[config.mk]
export PLATFORM = sky130hd
export DESIGN_NAME = pwm_multi_flat
export DESIGN_NICKNAME = d
export VERILOG_FILES = /design/src/rtl/toi2s_pkg.sv /design/src/rtl/pwm_multi_if.sv /design/src/rtl/pwm_multi_ch.sv /design/src/rtl/pwm_multi.sv /design/src/flat_wrapper.sv
export SDC_FILE = /design/constraint.sdc
export NUM_CORES = 1
export LEC_CHECK = 0
export ABC_AREA = 1
export BUFFER_PORTS_ARGS = -buffer_cell sky130_fd_sc_hd__buf_2
export CORE_MARGIN = 2
export CORE_UTILIZATION = 35
export DETAILED_ROUTE_END_ITERATION = 7
export GPL_ROUTABILITY_DRIVEN = 0
export SKIP_CTS_REPAIR_TIMING = 1
export SYNTH_ARGS = -nofsm -noshare
export SYNTH_HDL_FRONTEND = slang
export SYNTH_SLANG_ARGS = --single-unit
[constraint.sdc]
create_clock -name clk -period 4.59 [get_ports clk]
set_input_delay 0.459 -clock clk [delete_from_list [all_inputs] [get_ports clk]]
set_output_delay 0.459 -clock clk [all_outputs]
set_load 0.05 [all_outputs]
[src/rtl/toi2s_pkg.sv]
// Shared types and defaults for the toi2s PWM block and its register-bank mapping.
package toi2s_pkg;

   localparam int PWM_NCH     = 4;
   localparam int PWM_WIDTH   = 8;
   localparam int PWM_PRESC_W = 8;

   typedef enum logic {
      PWM_EDGE   = 1'b0,
      PWM_CENTER = 1'b1
   } pwm_mode_e;

   typedef enum logic {
      DIR_UP   = 1'b0,
      DIR_DOWN = 1'b1
   } pwm_dir_e;

   // sys_cfg view of one pwm_multi instance
   typedef struct packed {
      pwm_mode_e                          mode;
      logic [PWM_WIDTH-1:0]               period;
      logic [PWM_PRESC_W-1:0]             prescale;
      logic [PWM_NCH-1:0][PWM_WIDTH-1:0]  duty;
      logic [PWM_NCH-1:0]                 ch_en;
      logic [PWM_NCH-1:0]                 polarity;
   } pwm_multi_cfg_t;

endpackage

[src/rtl/pwm_multi_if.sv]
// Configuration, handshake and output bundle between the register bank and pwm_multi.
interface pwm_multi_if
   import toi2s_pkg::*;
#(
   parameter int NCH     = PWM_NCH,
   parameter int WIDTH   = PWM_WIDTH,
   parameter int PRESC_W = PWM_PRESC_W
);
   logic                   ena;
   logic                   mode;
   logic [WIDTH-1:0]       period;
   logic [PRESC_W-1:0]     prescale;
   logic [NCH*WIDTH-1:0]   duty;
   logic [NCH-1:0]         ch_en;
   logic [NCH-1:0]         polarity;
   logic                   upd_req;
   logic                   upd_ack;
   logic                   period_start;
   logic [NCH-1:0]         pwm_out;
   logic [WIDTH-1:0]       cnt_mon;

   modport master (
      output ena, mode, period, prescale, duty, ch_en, polarity, upd_req,
      input  upd_ack, period_start, pwm_out, cnt_mon
   );

   modport slave (
      input  ena, mode, period, prescale, duty, ch_en, polarity, upd_req,
      output upd_ack, period_start, pwm_out, cnt_mon
   );
endinterface

[src/rtl/pwm_multi_ch.sv]
// One PWM channel: shadowed duty/enable/polarity and the registered compare output.
module pwm_multi_ch
   import toi2s_pkg::*;
#(
   parameter int WIDTH = PWM_WIDTH
) (
   input  logic             clk,
   input  logic             reset,
   input  logic             load,
   input  logic [WIDTH-1:0] cnt,
   input  logic [WIDTH-1:0] duty,
   input  logic             en,
   input  logic             pol,
   output logic             pwm
);
   logic [WIDTH-1:0] duty_sh_reg;
   logic             en_sh_reg;
   logic             pol_sh_reg;
   logic             pwm_reg;
   logic             pwm_next;

   // disabled channels park at their polarity level
   always_comb begin
      pwm_next = pol_sh_reg;
      if (en_sh_reg) begin
         pwm_next = (cnt < duty_sh_reg) ^ pol_sh_reg;
      end
   end

   always_ff @(posedge clk or posedge reset) begin
      if (reset) begin
         duty_sh_reg <= '0;
         en_sh_reg   <= 1'b0;
         pol_sh_reg  <= 1'b0;
         pwm_reg     <= 1'b0;
      end else begin
         pwm_reg <= pwm_next;
         if (load) begin
            duty_sh_reg <= duty;
            en_sh_reg   <= en;
            pol_sh_reg  <= pol;
         end
      end
   end

   assign pwm = pwm_reg;

endmodule

[src/rtl/pwm_multi.sv]
// Multi-channel PWM: shared prescaled counter (edge/center aligned), double-buffered
// configuration loaded at period boundaries via a req/ack handshake.
module pwm_multi
   import toi2s_pkg::*;
#(
   parameter int NCH     = PWM_NCH,
   parameter int WIDTH   = PWM_WIDTH,
   parameter int PRESC_W = PWM_PRESC_W
) (
   input  logic      clk,
   input  logic      reset,
   pwm_multi_if.slave bus
);
   localparam logic [WIDTH-1:0]   CNT_ONE = 1;
   localparam logic [PRESC_W-1:0] PRE_ONE = 1;

   logic [PRESC_W-1:0] pre_cnt_reg, pre_cnt_next;
   logic [PRESC_W-1:0] presc_sh_reg;
   logic [WIDTH-1:0]   cnt_reg, cnt_next;
   logic [WIDTH-1:0]   period_sh_reg;
   pwm_mode_e          mode_sh_reg;
   pwm_dir_e           dir_reg, dir_next;
   logic               pending_reg;
   logic               upd_ack_reg;
   logic               period_start_reg;
   logic               tick;
   logic               center;
   logic               boundary;
   logic               load;
   logic [NCH-1:0]     pwm_bits;

   // Center mode with P=0 degenerates to edge behaviour; P=1 ends on the way up.
   always_comb begin
      tick     = bus.ena && (pre_cnt_reg == presc_sh_reg);
      center   = (mode_sh_reg == PWM_CENTER) && (period_sh_reg != '0);
      boundary = 1'b0;
      if (center) begin
         boundary = tick && (cnt_reg == CNT_ONE)
                    && ((dir_reg == DIR_DOWN) || (period_sh_reg == CNT_ONE));
      end else begin
         boundary = tick && (cnt_reg == period_sh_reg);
      end
      load = bus.ena ? (boundary && (pending_reg || bus.upd_req))
                     : (pending_reg || bus.upd_req);
   end

   always_comb begin
      pre_cnt_next = pre_cnt_reg;
      cnt_next     = cnt_reg;
      dir_next     = dir_reg;
      if (!bus.ena || load) begin
         pre_cnt_next = '0;
         cnt_next     = '0;
         dir_next     = DIR_UP;
      end else if (tick) begin
         pre_cnt_next = '0;
         if (boundary) begin
            cnt_next = '0;
            dir_next = DIR_UP;
         end else if (center && (dir_reg == DIR_DOWN)) begin
            cnt_next = cnt_reg - CNT_ONE;
         end else if (center && (cnt_reg == period_sh_reg)) begin
            cnt_next = cnt_reg - CNT_ONE;
            dir_next = DIR_DOWN;
         end else begin
            cnt_next = cnt_reg + CNT_ONE;
         end
      end else begin
         pre_cnt_next = pre_cnt_reg + PRE_ONE;
      end
   end

   always_ff @(posedge clk or posedge reset) begin
      if (reset) begin
         pre_cnt_reg      <= '0;
         cnt_reg          <= '0;
         dir_reg          <= DIR_UP;
         pending_reg      <= 1'b0;
         upd_ack_reg      <= 1'b0;
         period_start_reg <= 1'b0;
         period_sh_reg    <= '0;
         presc_sh_reg     <= '0;
         mode_sh_reg      <= PWM_EDGE;
      end else begin
         pre_cnt_reg      <= pre_cnt_next;
         cnt_reg          <= cnt_next;
         dir_reg          <= dir_next;
         pending_reg      <= !load && (pending_reg || bus.upd_req);
         upd_ack_reg      <= load;
         period_start_reg <= boundary;
         if (load) begin
            period_sh_reg <= bus.period;
            presc_sh_reg  <= bus.prescale;
            mode_sh_reg   <= pwm_mode_e'(bus.mode);
         end
      end
   end

   generate
      for (genvar gi = 0; gi < NCH; gi++) begin : g_ch
         pwm_multi_ch #(
            .WIDTH (WIDTH)
         ) u_ch (
            .clk   (clk),
            .reset (reset),
            .load  (load),
            .cnt   (cnt_reg),
            .duty  (bus.duty[gi*WIDTH +: WIDTH]),
            .en    (bus.ch_en[gi]),
            .pol   (bus.polarity[gi]),
            .pwm   (pwm_bits[gi])
         );
      end
   endgenerate

   assign bus.pwm_out      = pwm_bits;
   assign bus.upd_ack      = upd_ack_reg;
   assign bus.period_start = period_start_reg;
   assign bus.cnt_mon      = cnt_reg;

endmodule

[src/flat_wrapper.sv]
// flat-port wrapper written by rule: the top's interface ports become plain ports
module pwm_multi_flat import toi2s_pkg::*;
#(
   parameter int NCH     = PWM_NCH,
   parameter int WIDTH   = PWM_WIDTH,
   parameter int PRESC_W = PWM_PRESC_W
)
  (clk, reset, bus_ena, bus_mode, bus_period, bus_prescale, bus_duty, bus_ch_en, bus_polarity, bus_upd_req, bus_upd_ack, bus_period_start, bus_pwm_out, bus_cnt_mon);
  pwm_multi_if #(.NCH(NCH), .WIDTH(WIDTH), .PRESC_W(PRESC_W)) bus_i ();
  input  logic clk;
  input  logic reset;
  input wire logic [$bits(bus_i.ena)-1:0] bus_ena;
  input wire logic [$bits(bus_i.mode)-1:0] bus_mode;
  input wire logic [$bits(bus_i.period)-1:0] bus_period;
  input wire logic [$bits(bus_i.prescale)-1:0] bus_prescale;
  input wire logic [$bits(bus_i.duty)-1:0] bus_duty;
  input wire logic [$bits(bus_i.ch_en)-1:0] bus_ch_en;
  input wire logic [$bits(bus_i.polarity)-1:0] bus_polarity;
  input wire logic [$bits(bus_i.upd_req)-1:0] bus_upd_req;
  output wire logic [$bits(bus_i.upd_ack)-1:0] bus_upd_ack;
  output wire logic [$bits(bus_i.period_start)-1:0] bus_period_start;
  output wire logic [$bits(bus_i.pwm_out)-1:0] bus_pwm_out;
  output wire logic [$bits(bus_i.cnt_mon)-1:0] bus_cnt_mon;
  assign bus_i.ena = bus_ena;
  assign bus_i.mode = bus_mode;
  assign bus_i.period = bus_period;
  assign bus_i.prescale = bus_prescale;
  assign bus_i.duty = bus_duty;
  assign bus_i.ch_en = bus_ch_en;
  assign bus_i.polarity = bus_polarity;
  assign bus_i.upd_req = bus_upd_req;
  assign bus_upd_ack = bus_i.upd_ack;
  assign bus_period_start = bus_i.period_start;
  assign bus_pwm_out = bus_i.pwm_out;
  assign bus_cnt_mon = bus_i.cnt_mon;
  pwm_multi #(.NCH(NCH), .WIDTH(WIDTH), .PRESC_W(PRESC_W)) u_core (.clk(clk), .reset(reset), .bus(bus_i));
endmodule
# --- Word level (Yosys, flattened, before mapping) ---
# Index checks and enable logic that the tools add are counted.
totals:
  output_inout_bits: 14
  reg_bits: 81
classes:
  muxes: 18
  add_sub_neg: 3
  n_eq_ne: 5
  n_lt_le_gt_ge: 4
  bitwise: 4
  reduce_logical: 18
ops:
  columns: ["operator", "count"]
  rows:
  - ["8-bit 2-to-1 mux", 7]
  - ["8-bit < comparator", 4]
  - ["8-bit by 1-bit adder with 8-bit output (second input constant)", 2]
  - ["8-bit by 1-bit equality test with 1-bit output (second input constant)", 2]
  - ["8-bit equality test", 2]
  - ["1-bit 2-to-1 mux", 11]
  - ["1-bit logical AND", 9]
  - ["8-bit nonzero test", 1]
  - ["8-bit by 1-bit subtractor with 8-bit output (second input constant)", 1]
  - ["1-bit bitwise XOR", 4]
  - ["1-bit logical OR", 3]
  - ["3-bit by 1-bit inequality test with 1-bit output (second input constant)", 1]
  - ["3-bit AND reduction", 1]
  - ["3-bit nonzero test", 1]
  - ["1-bit zero test", 2]
  - ["2-bit nonzero test", 1]

# --- Depth between registers and ports, before layout ---
# Gate-level depths: netlist (run 1).
depth:
  ltp_word: 10
  ltp_mapped: 15
  ltp_nobuf: 13

# --- Cells and area by module ---
# From an unflattened synthesis (run 1), not the netlist that was laid out.
hier_totals:
  cells_unflattened: 584
  hier_area_um2: 4674.5
by_module_without_submodules:
  columns: ["module", "area_each_um2", "seq_area_each_um2", "cells_each", "instances"]
  rows:
  - ["pwm_multi_ch", 600.6, 275.3, 72, 4]
  - ["pwm_multi", 2272.2, 925.9, 296, 1]

# --- Least setup slack after synthesis (run 1) ---
# Ideal clock, no wire load.
synth_timing:
  kind: "reg2reg"
  start: "register u_core.cnt_reg[1], in the netlist u_core.bus.cnt_mon[1]"
  end: "register u_core.g_ch[0].u_ch.duty_sh_reg[7]"
  arrival_ns: 2.045
  period_less_slack_ns: 2.161
  setup_time_ns: 0.116
  slack_ns: 2.429
  t_required_ns: 4.474
  path_stages_with_launch: 15
  path_cell_list: "dfrtp_1 > inv_1 > ha_1 > nand3_1 > nor2_1 > nand2_1 > nand2_1 > nand3_1 > nand2_2 > inv_2 > nor2_4 > buf_6 > buf_12 > nand2_2 > nand2_1"
synth_between:
  elab_chain_cells: 6
synth_rtl:
  columns: ["element", "line", "source"]
  rows:
  - ["from (decl)", "pwm_multi.sv:19", "logic [WIDTH-1:0] cnt_reg, cnt_next;"]
  - ["from (signal assigned)", "pwm_multi.sv:86", "cnt_reg <= cnt_next;"]
  - ["8-bit by 1-bit equality test with 1-bit output", "pwm_multi.sv:38", "boundary = tick && (cnt_reg == CNT_ONE)"]
  - ["1-bit logical AND", "pwm_multi.sv:38", null]
  - ["1-bit logical AND", "pwm_multi.sv:39", "&& ((dir_reg == DIR_DOWN) || (period_sh_reg == CNT_ONE));"]
  - ["1-bit 2-to-1 mux *", "pwm_multi.sv:37", "if (center) begin"]
  - ["1-bit logical AND *", "pwm_multi.sv:43", "load = bus.ena ? (boundary && (pending_reg || bus.upd_req))"]
  - ["1-bit 2-to-1 mux *", "pwm_multi.sv:43", null]
  - ["to (signal assigned)", "pwm_multi_ch.sv:39", "duty_sh_reg <= duty;"]
  - ["to (decl)", "pwm_multi_ch.sv:16", "logic [WIDTH-1:0] duty_sh_reg;"]
# Every way passes the cells marked *; elsewhere a longest branch is shown, timed or not.
# A chain may end at the register's enable or synchronous reset.

# --- Worst setup path in the final report (run 1) ---
layout_timing:
  start: "register u_core.cnt_reg[1], in the netlist u_core.bus.cnt_mon[1]"
  end: "register u_core.g_ch[0].u_ch.duty_sh_reg[5]"
# The elaborated chain is that of the path after synthesis.

==> summary.txt, run 1 <==
Min path
  – Worst Hold Class: in -> async

Synthesis
  – Post-synth top area share: 0.436
  – Seq/Total Area, Yosys: 0.436
  – Synth Warn #: 0
  – Distinct cells, synth: 30
  – Seq cells post-synth: 81
  – Mapped Nets: ~700
  – Mean Syn Cell Area: roughly 7.6 um^2
  – Post-synth EDFFs: 0
  – Async SR Flop Fraction: 1.00
  – Gate Count Post-Synth: about 610
  – Most used DFF post-synth: dfrtp_1
  – Area contributors post-synth: dfrtp_1, nand2_1, ha_1
  – Mapped Area: ~4700 um^2
  – Area leader, netlist: dfrtp_1

Clock tree
  – Clock input transition at the sequential cells of the worst setup and hold paths: 0.06 ns
  – Clk Latency, worst-skew pair: 0.34 ns
  – Root Driver: clkbuf_16
  – Clk sinks: between 80 and 90
  – Maximum clock insertion buffer count: 2
  – CTS HTree Levels: 3
  – CTS tree: yes
  – TritonCTS Buffers: 9

Route
  – DRT Wirelength: between 10000 and 15000 um
  – DR WL met2: slightly below 5000 um
  – Vias per Instance: 4.51
  – Avg WL per Cell: approximately 12 um
  – First-pass DRT Iterations: 4
  – DR top layer: met4
  – Via count: approximately 3.9k
  – Remaining antenna violation count after routing: 0
  – Met1 WL: 5000 um
  – Metal3 WL: 372 um
  – DR iter-0 viols: ~150
  – DRC viols: 0

Worst setup path
  – Worst-path fanout max: 28
  – Startpoint types: flop
  – R2r setup slk: between 1.5 and 2 ns
  – Req. time, crit path: about 5 ns
  – Setup CP Type: reg -> reg
  – Type of destination of the critical path: flop
  – R2R Path Start: u_core.bus.cnt_mon[1]$_DFFE_PP0P_
  – FF-to-FF End: u_core.g_ch[0].u_ch.duty_sh_reg[5]$_DFFE_PP0P_
  – Arr. time, crit path: about 2.9 ns
  – Worst R2R Path Depth: 13

Timing
  – Fin. Hold Viols: 0
  – Max-slew violations: 0
  – Hold Slack: between 0.2 and 0.25 ns
  – Period Utilization, post-route: 0.566
  – Peak Freq: approximately 380 MHz
  – Worst-margin pin slew: around 1.2 ns
  – Post-Route Setup TNS: 0 ns
  – Final setup viols: 0
  – Max_slew headroom: 0.197
  – Unrepaired setup endpoints after global routing: false
  – Final Critical Period: between 2 and 3 ns
  – Setup Skew: around 0.0050 ns

Floorplanning
  – Die Area: 14200 um^2
  – I/O pins: 75
  – Row count: 42
  – Die Span Y: 119 um
  – Core area: around 13000 um^2
  – Die W: 119 um
  – Starting density of the core: 0.355

Place
  – Post-DP HPWL: around 7800 um
  – Port Buffers: 74

Global routing
  – Initial antenna violation count: 0
  – Largest net degree at the start of global routing: between 40 and 50
  – Final global-route overflow total: 0
  – Vias in the first global route: approximately 3.8k
  – Global-route wire length before repair: approximately 18000 um
  – Total track usage: 0.156

Flow run
  – Max-Cap Viols: 0

Layout
  – Nets@finish: 773
  – Layout cells sized above 1: 0.190
  – Number of diodes: 0
  – Max FFs per register: 32
  – Area delta synth->final: 17.2%
  – Fill cells: around 1.3k
  – Multi-input gate area in the final layout: 2210 um^2
  – Register Area: roughly 2000 um^2

Outcome
  – Status: completed

Power and ir drop
  – Worst vdd ir: 0.000200 V
  – Pleak: 3.08 nW
  – PwrDens: 363 nW/um^2
[Yosys cell counts, types with 2 or more instances]
cell type	instances
inv_2	7
nor3b_1	2
xnor2_1	8
inv_1	64
a211oi_1	4
o21ai_0	9
ha_1	32
nand2_2	21
buf_4	7
a21oi_1	13
nor2_1	36
buf_12	2
nand2_1	248
xor2_1	6
nor2_2	2
nand4_1	8
nor3_1	5
dfrtp_1	81
buf_2	6
buf_6	2
nand3_1	34
or2_2	4
[metal layers]
layer | vias to the layer above | track usage
li1 | 2027 | -
met1 | 1776 | 0.208
met2 | 66 | 0.250
met3 | 16 | 0.0311
met4 | 0 | 0.0618
met5 | - | 0
[how the worst max path moves through the flow]
stage / startpoint / endpoint / slack, ns / depth (start not counted)
5_1_grt: u_core.bus.cnt_mon[1]$_DFFE_PP0P_ / u_core.g_ch[2].u_ch.duty_sh_reg[3]$_DFFE_PP0P_ / 1.75 / 13
3_3_place_gp: u_core.bus.cnt_mon[1]$_DFFE_PP0P_ / u_core.g_ch[0].u_ch.duty_sh_reg[0]$_DFFE_PP0P_ / 2.01 / 13
2_1_floorplan: reset / u_core.bus.cnt_mon[0]$_DFFE_PP0P_ / 2.05 / 1
6_report: u_core.bus.cnt_mon[1]$_DFFE_PP0P_ / u_core.g_ch[0].u_ch.duty_sh_reg[5]$_DFFE_PP0P_ / 1.99 / 13
4_1_cts: u_core.bus.cnt_mon[1]$_DFFE_PP0P_ / u_core.g_ch[0].u_ch.duty_sh_reg[5]$_DFFE_PP0P_ / 1.95 / 13
3_5_place_dp: u_core.bus.cnt_mon[1]$_DFFE_PP0P_ / u_core.g_ch[3].u_ch.duty_sh_reg[4]$_DFFE_PP0P_ / 1.97 / 13
[layout by cell type, fill, tap and decap left out, drive strengths merged]
cell    instances
a211oi          4
a21oi          13
a31oi           1
buf            78
bufinv          2
clkbuf         11
clkinv          5
dfrtp          81
ha             32
inv            70
nand2         269
nand3          34
nand3b          1
nand4           8
nor2           39
nor3            5
nor3b           2
o21ai          11
o21bai          1
or2             4
xnor2           8
xor2            6
[worst max-delay path: stages (launching register included)]
cell	delay [ns]
dfrtp_1	0.54
inv_1	0.24
ha_1	0.18
nand3_1	0.08
nor2_1	0.11
nand2_1	0.06
nand2_1	0.06
nand3_1	0.11
nand2_2	0.16
inv_2	0.09
nor2_4	0.32
buf_4	0.40
nand2_1	0.10
nand2_1	0.08
[area by class of cell]
class,instances,share of cell area
clock buffer,11,0.0445
clock inverter,5,0.0145
inverter,72,0.0498
multi-input combinational,438,0.406
sequential,81,0.372
tap,176,0.0404
timing repair buffer,78,0.0734
[stage by stage]
stage	utilization	setup slack [ns]	area (um^2)	cells	power [mW]
2_1_floorplan	-	2.05	4650	609	1.14
3_3_place_gp	0.392	2.01	5130	845	1.22
3_5_place_dp	0.392	1.97	5130	845	1.23
4_1_cts	0.417	1.95	5450	861	2.01
5_1_grt	0.417	1.75	5450	861	2.10
6_report	0.417	1.99	5450	861	1.98
[power breakdown]
group | total, mW | switching [mW] | internal, mW
Clock | 0.773 | 0.283 | 0.490
Sequential | 0.854 | 0.0581 | 0.796
Combinational | 0.354 | 0.224 | 0.130
Total | 1.98 | 0.565 | 1.42
[logic make-up after synthesis]
kind of cell               Yosys count  synth area share
AOI/OAI and AO/OA                   30            0.0361
xor gates and xnor gates            14            0.0264
adders and majority gates           32            0.0861
buffers and inverters               90            0.0901
DFF                                 81             0.436
and+or+nand+nor                    362             0.326
Note: power is estimated with default switching activity, not from simulation.
==> inputs of run 2 (changes only) <==
- clock period: 4.59 -> 2.29 ns (I/O delays scaled with it)
==> run 2 against run 1 <==
First-iteration DRC count grew 25%. Clock power grew 130%. Sequential share of layout area shrank 1.3 points. Final area grew 3.5%. Via count grew 2.5%. Power grew 110%. Setup slack lost 1.7 ns. Combinational power grew 110%. Count of clock-buffer cells in the layout shrank 1. Sequential power grew 100%. Routed wire length grew 4.4%. Critical path type unchanged.
==> summary.txt, run 2 (synthesis results as in run 1) <==
Worst setup path
  – Cell mode on critical path: nand2_1
  – Critical path buffer and inverter count: 3
  – CP cell instances: inv_1 > ha_1 > nand3_1 > nor2_1 > nand2_1 > nand2_1 > nand3_1 > nand2_2 > inv_2 > nor2_4 > buf_12 > nand2_1 > nand2_1
  – Setup CP Type: reg -> reg
  – Worst path max stage delay: about 0.43 ns
  – Worst-path fanout max: 32
  – Cell family with most CP delay: simple AND/OR/NAND/NOR gates
  – Critical path's slowest cell: dfrtp_1
  – Startpoint types: flop
  – Arr. time, crit path: 2.29 ns
  – Type of destination of the critical path: flop
  – Req. time, crit path: around 2.6 ns

Layout
  – Layout cells sized above 1: 0.202
  – Most frequent cells in the layout: nand2_1, dfrtp_1, buf_2
  – Commonest non-fill, non-tap cell in the layout: nand2_1
  – Number of diodes: 0
  – Area delta synth->final: 21.4%
  – Nets@finish: 786
  – Max FFs per register: 32

Timing
  – Max-slew violations: 0
  – Setup Skew: approximately 0.0075 ns
  – Peak Freq: roughly 490 MHz
  – Period Utilization, post-route: 0.883
  – Final setup viols: 0
  – Worst-margin pin slew: just under 0.6 ns
  – Fin. Hold Viols: 0
  – Unrepaired setup endpoints after global routing: false
  – Setup WS post-layout: ~0.27 ns
  – Post-Route Setup TNS: 0 ns
  – Hold Slack: between 0.08 and 0.09 ns
  – Max_slew headroom: 0.609
  – Final Critical Period: 2.02 ns

Clock tree
  – CTS tree: yes
  – TritonCTS Buffers: 9
  – Root Driver: clkbuf_16
  – Clk Latency, worst-skew pair: 0.33 ns
  – Maximum clock insertion buffer count: 2
  – Clk sinks: 81
  – Clock input transition at the sequential cells of the worst setup and hold paths: about 0.06 ns
  – CTS HTree Levels: 3

Route
  – Vias per Instance: about 4.6
  – Avg WL per Cell: between 10 and 15 um
  – DRC viols: 0
  – DRT Wirelength: 10900 um
  – DR iter-0 viols: about 190
  – First-pass DRT Iterations: 4
  – Via count: 3984
  – Remaining antenna violation count after routing: 0

Place
  – Port Buffers: between 70 and 80
  – Post-place setup slack: about 0.25 ns
  – Post-DP HPWL: around 8300 um

Global routing
  – GRT met2 Usage: 0.286
  – Total track usage: 0.167
  – Vias in the first global route: roughly 4.1k
  – Initial antenna violation count: 0
  – Final global-route overflow total: 0
  – Met1 GRT Util: 0.210
  – Busiest grt layer: met2
  – Global-route wire length before repair: ~19000 um
  – Met3 usage: 0.0283
  – Largest net degree at the start of global routing: 33

Floorplanning
  – Die W: 119 um
  – Row count: 42
  – Die Area: between 10000 and 15000 um^2
  – Core area: ~13000 um^2
  – Starting density of the core: 0.355
  – I/O pins: 75
  – Die Span Y: 119 um

Power and ir drop
  – Worst vdd ir: roughly 0.00040 V
  – Pleak: ~3.2 nW
  – PwrDens: 745 nW/um^2

Flow run
  – Max-Cap Viols: 0

Outcome
  – Status: completed

Min path
  – Worst Hold Class: in -> reg
==> run 2: changes by cell type in the layout (fill, tap and decap cells not counted) <==
| cell | change |
|---|---|
| buf_12 | +4 |
| buf_4 | +7 |
| buf_6 | +1 |
| bufinv_16 | +2 |
| clkbuf_8 | -1 |
| clkinv_2 | -3 |
| clkinvlp_4 | +1 |
| dlygate4sd3_1 | +1 |
==> run 2: where the power goes <==
part | switching (mW) | total, mW | internal, mW
Combinational | 0.461 | 0.742 | 0.282
Sequential | 0.116 | 1.71 | 1.60
Clock | 0.579 | 1.75 | 1.17
==> run 2: worst paths after layout <==
| check | from | end | slack, ns | cells past startpoint |
|---|---|---|---|---|
| worst max register to register | u_core.bus.cnt_mon[1]$_DFFE_PP0P_ | u_core.g_ch[3].u_ch.duty_sh_reg[6]$_DFFE_PP0P_ | 0.27 | 13 |
| worst min register to register | u_core.g_ch[2].u_ch.duty_sh_reg[2]$_DFFE_PP0P_ | u_core.g_ch[2].u_ch.duty_sh_reg[2]$_DFFE_PP0P_ | 0.48 | 2 |
| max in group asynchronous | reset | u_core.presc_sh_reg[0]$_DFFE_PP0P_ | 1.17 | 4 |
| min in group asynchronous | reset | u_core.presc_sh_reg[2]$_DFFE_PP0P_ | 0.49 | 3 |
| worst max-delay path | u_core.bus.cnt_mon[1]$_DFFE_PP0P_ | u_core.g_ch[3].u_ch.duty_sh_reg[6]$_DFFE_PP0P_ | 0.27 | 13 |
| worst min-delay path | bus_duty[14] | u_core.g_ch[1].u_ch.duty_sh_reg[6]$_DFFE_PP0P_ | 0.09 | 3 |
==> run 2: routing by layer <==
| layer | wire length (um) | vias up | share of wire |
|---|---|---|---|
| li1 | - | 2044 | - |
| met1 | 4990 | 1833 | 0.46 |
| met2 | 5290 | 85 | 0.48 |
| met3 | 388 | 22 | 0.035 |
| met4 | 284 | 0 | 0.026 |
| met5 | 0 | - | 0 |
==> run 2: area by class of cell <==
type	instances	area [um^2]
Clock buffer	10	229
Sequential cell	81	2030
Multi-Input combinational cell	438	2210
Timing Repair Buffer	91	554
Clock inverter	5	129
Tap cell	176	220
Inverter	72	274
Fill cell	1332	7440
==> run 2: worst reg2reg max path, cell delays in order (launching register included) <==
cell and delay [ns]:
dfrtp_1 0.43, inv_1 0.16, ha_1 0.16, nand3_1 0.07
nor2_1 0.10, nand2_1 0.06, nand2_1 0.06, nand3_1 0.11
nand2_2 0.16, inv_2 0.10, nor2_4 0.15, buf_12 0.22
nand2_1 0.10, nand2_1 0.06
==> run 2: stage by stage <==
stage	util	cell area [um^2]	instances	total power [mW]
6_report	0.431	5650	873	4.20
3_3_place_gp	0.403	5270	857	2.47
5_1_grt	0.431	5650	873	4.44
3_5_place_dp	0.403	5270	857	2.48
2_1_floorplan	-	4650	609	2.28
4_1_cts	0.430	5630	872	4.25
==> inputs of run 3 (changes only) <==
- CORE_UTILIZATION: 35 -> 29
- SYNTH_HIERARCHICAL: unset -> 1
==> run 3 against run 2 <==
Critical path depth fell by 1. Count of clock-buffer cells in the layout is 1 higher. Non-clock buffer count rose by 1. Setup slack worse by 0.029 ns. Synthesized cell count decreased by 4.1%. Cell count rose by 2.7%. Maximum frequency shrank 1.4%. First-iteration DRC count rose by 7.5%. Worst hold slack better by 0.0037 ns. Critical endpoint is now u_core/g_ch[3].u_ch/duty_sh_reg[0]$_DFFE_PP0P_.
==> summary.txt, run 3 <==
Floorplanning
  – Die Span Y: around 130 um
  – Die Area: 17200 um^2
  – Row count: 46
  – I/O pins: 75
  – Die W: about 130 um
  – Core area: between 15000 and 20000 um^2
  – Starting density of the core: 0.295

Worst setup path
  – R2r setup slk: 0.24 ns
  – Type of destination of the critical path: flop
  – Worst path max stage delay: around 0.43 ns
  – Req. time, crit path: roughly 2.5 ns
  – Worst R2R Path Depth: 12
  – FF-to-FF End: u_core/g_ch[3].u_ch/duty_sh_reg[0]$_DFFE_PP0P_
  – Critical path's slowest cell: dfrtp_2
  – Startpoint types: flop
  – Arr. time, crit path: between 2 and 2.5 ns
  – Setup CP Type: reg -> reg
  – Cell family with most CP delay: simple AND/OR/NAND/NOR gates
  – Cell mode on critical path: nand2_1
  – Worst-path fanout max: 8
  – R2R Path Start: u_core/bus.cnt_mon[5]$_DFFE_PP0P_
  – Critical path buffer and inverter count: 2
  – CP cell instances: inv_1 > nand2_1 > nand2_1 > nand2_1 > nor2_2 > nand2_1 > nand2_1 > nand3_2 > nand2_2 > inv_4 > nor2_4 > mux2_2

Timing
  – Worst-margin pin slew: between 0.8 and 0.9 ns
  – Max-slew violations: 0
  – Unrepaired setup endpoints after global routing: false
  – Max_slew headroom: 0.433
  – Setup Skew: between 0.006 and 0.007 ns
  – Peak Freq: between 400 and 500 MHz
  – Period Utilization, post-route: 0.895
  – Final Critical Period: 2.05 ns
  – Final setup viols: 0
  – Fin. Hold Viols: 0
  – Hold Slack: between 0.08 and 0.09 ns
  – Post-Route Setup TNS: 0 ns

Place
  – Post-DP HPWL: about 8400 um
  – Port Buffers: 74

Synthesis
  – Mean Syn Cell Area: around 8 um^2
  – Synth top cells by count: nand2_1, inv_1, dfrtp_1
  – Seq/Total Area, Yosys: 0.434
  – Synth Warn #: 6
  – Most used DFF post-synth: dfrtp_1
  – Mapped Nets: around 680
  – Top-count cell post-synth: nand2_1
  – Gate Count Post-Synth: 584
  – Mapped Area: approximately 4700 um^2
  – Area leader, netlist: dfrtp_1
  – Area contributors post-synth: dfrtp_1, nand2_1, ha_1
  – Async SR Flop Fraction: 1.00
  – Post-synth top area share: 0.434
  – Post-synth EDFFs: 0
  – Seq cells post-synth: 81
  – Distinct cells, synth: 32

Layout
  – Most frequent cells in the layout: nand2_1, inv_1, buf_2
  – Register Area: approximately 2000 um^2
  – Area delta synth->final: 22.1%
  – Nets@finish: approximately 770
  – Number of diodes: 0
  – Multi-input gate area in the final layout: 2210 um^2
  – Post-layout util: 0.361
  – Commonest non-fill, non-tap cell in the layout: nand2_1
  – Max FFs per register: 32
  – Layout cells sized above 1: 0.247
  – Fill cells: ~1.6k

Clock tree
  – Root Driver: clkbuf_16
  – CTS tree: yes
  – Clk sinks: 81
  – Clock input transition at the sequential cells of the worst setup and hold paths: 0.06 ns
  – CTS HTree Levels: 3
  – TritonCTS Buffers: 9
  – Clk Latency, worst-skew pair: 0.34 ns
  – Maximum clock insertion buffer count: 2

Global routing
  – Largest net degree at the start of global routing: 38
  – Initial antenna violation count: 0
  – Total track usage: 0.141
  – Vias in the first global route: 3832
  – Final global-route overflow total: 0
  – Global-route wire length before repair: around 19000 um

Flow run
  – Max-Cap Viols: 0

Min path
  – Min-Delay Path Depth: 3
  – Worst Hold Class: in -> reg
  – Hold EP: u_core/g_ch[1].u_ch/duty_sh_reg[5]$_DFFE_PP0P_
  – Worst Hold Launch: bus_duty[13]

Outcome
  – Status: completed

Route
  – DR iter-0 viols: 200
  – Remaining antenna violation count after routing: 0
  – Vias per Instance: about 4.3
  – DRT Wirelength: 11300 um
  – DRC viols: 0
  – Via count: just under 4k
  – Avg WL per Cell: about 13 um
  – First-pass DRT Iterations: 5

Power and ir drop
  – Worst vdd ir: between 0.0003 and 0.0004 V
  – Pleak: a little over 3 nW
  – PwrDens: approximately 780 nW/um^2
run 3: kinds of logic after synthesis:
family | after synthesis | synth area share
compound gates | 74 | 0.0929
xor+xnor | 12 | 0.0241
fa+ha+maj | 32 | 0.0857
buf+inv | 106 | 0.0990
flops | 81 | 0.434
mux | 4 | 0.00964
simple gates | 275 | 0.255
run 3: cell type report:
| cell class | instances | share of cell area |
|---|---|---|
| clock buffers | 11 | 0.0443 |
| clock inverters | 5 | 0.0136 |
| flip-flops and latches | 81 | 0.357 |
| inverters | 93 | 0.0616 |
| repair buffers | 92 | 0.0897 |
| multi-input cells | 399 | 0.387 |
| well taps | 216 | 0.0473 |
run 3: metal layers:
layer  global-route usage  wire length [um]
met4               0.0476               168
met1                0.178              5210
met5                    0                 0
met2                0.233              5330
met3               0.0375               598
run 3: worst reg2reg max path: stages, from the launching register on:
cell and delay [ns]:
dfrtp_2 0.43, inv_1 0.11, nand2_1 0.06, nand2_1 0.05, nand2_1 0.06, nor2_2 0.15, nand2_1 0.07, nand2_1 0.07
nand3_2 0.09, nand2_2 0.12, inv_4 0.10, nor2_4 0.25, mux2_2 0.37
run 3: through the flow:
step / area, um^2 / setup WS, ns / instances / total power, mW
6_report: 5710 / 0.240 / 897 / 4.47
2_1_floorplan: 4680 / 0.0196 / 584 / 2.59
5_1_grt: 5710 / 0.0139 / 897 / 4.80
3_5_place_dp: 5340 / 0.163 / 878 / 2.92
4_1_cts: 5670 / 0.129 / 894 / 4.53
3_3_place_gp: 5340 / 0.194 / 878 / 2.90
run 3: where the power goes:
group / leakage [nW] / switching [mW] / internal [mW]
Combinational: 1.90 / 0.754 / 0.419
Clock: 0.162 / 0.572 / 1.01
Sequential: 1.00 / 0.102 / 1.62
Total: 3.06 / 1.43 / 3.05
run 3: worst max-delay path by stage:
stage                                                   start  depth (start not counted)  slack (ns)                                              to
final                       u_core/bus.cnt_mon[5]$_DFFE_PP0P_                         12        0.24  u_core/g_ch[3].u_ch/duty_sh_reg[0]$_DFFE_PP0P_
after global routing        u_core/bus.cnt_mon[5]$_DFFE_PP0P_                         12        0.01  u_core/g_ch[2].u_ch/duty_sh_reg[0]$_DFFE_PP0P_
after CTS                   u_core/bus.cnt_mon[5]$_DFFE_PP0P_                         14        0.13              u_core/presc_sh_reg[3]$_DFFE_PP0P_
after detailed placement    u_core/bus.cnt_mon[5]$_DFFE_PP0P_                         14        0.16              u_core/presc_sh_reg[3]$_DFFE_PP0P_
after global placement    u_core/period_sh_reg[1]$_DFFE_PP0P_                         14        0.19              u_core/presc_sh_reg[5]$_DFFE_PP0P_
after floorplan             u_core/bus.cnt_mon[2]$_DFFE_PP0P_                         13        0.02  u_core/g_ch[0].u_ch/duty_sh_reg[0]$_DFFE_PP0P_
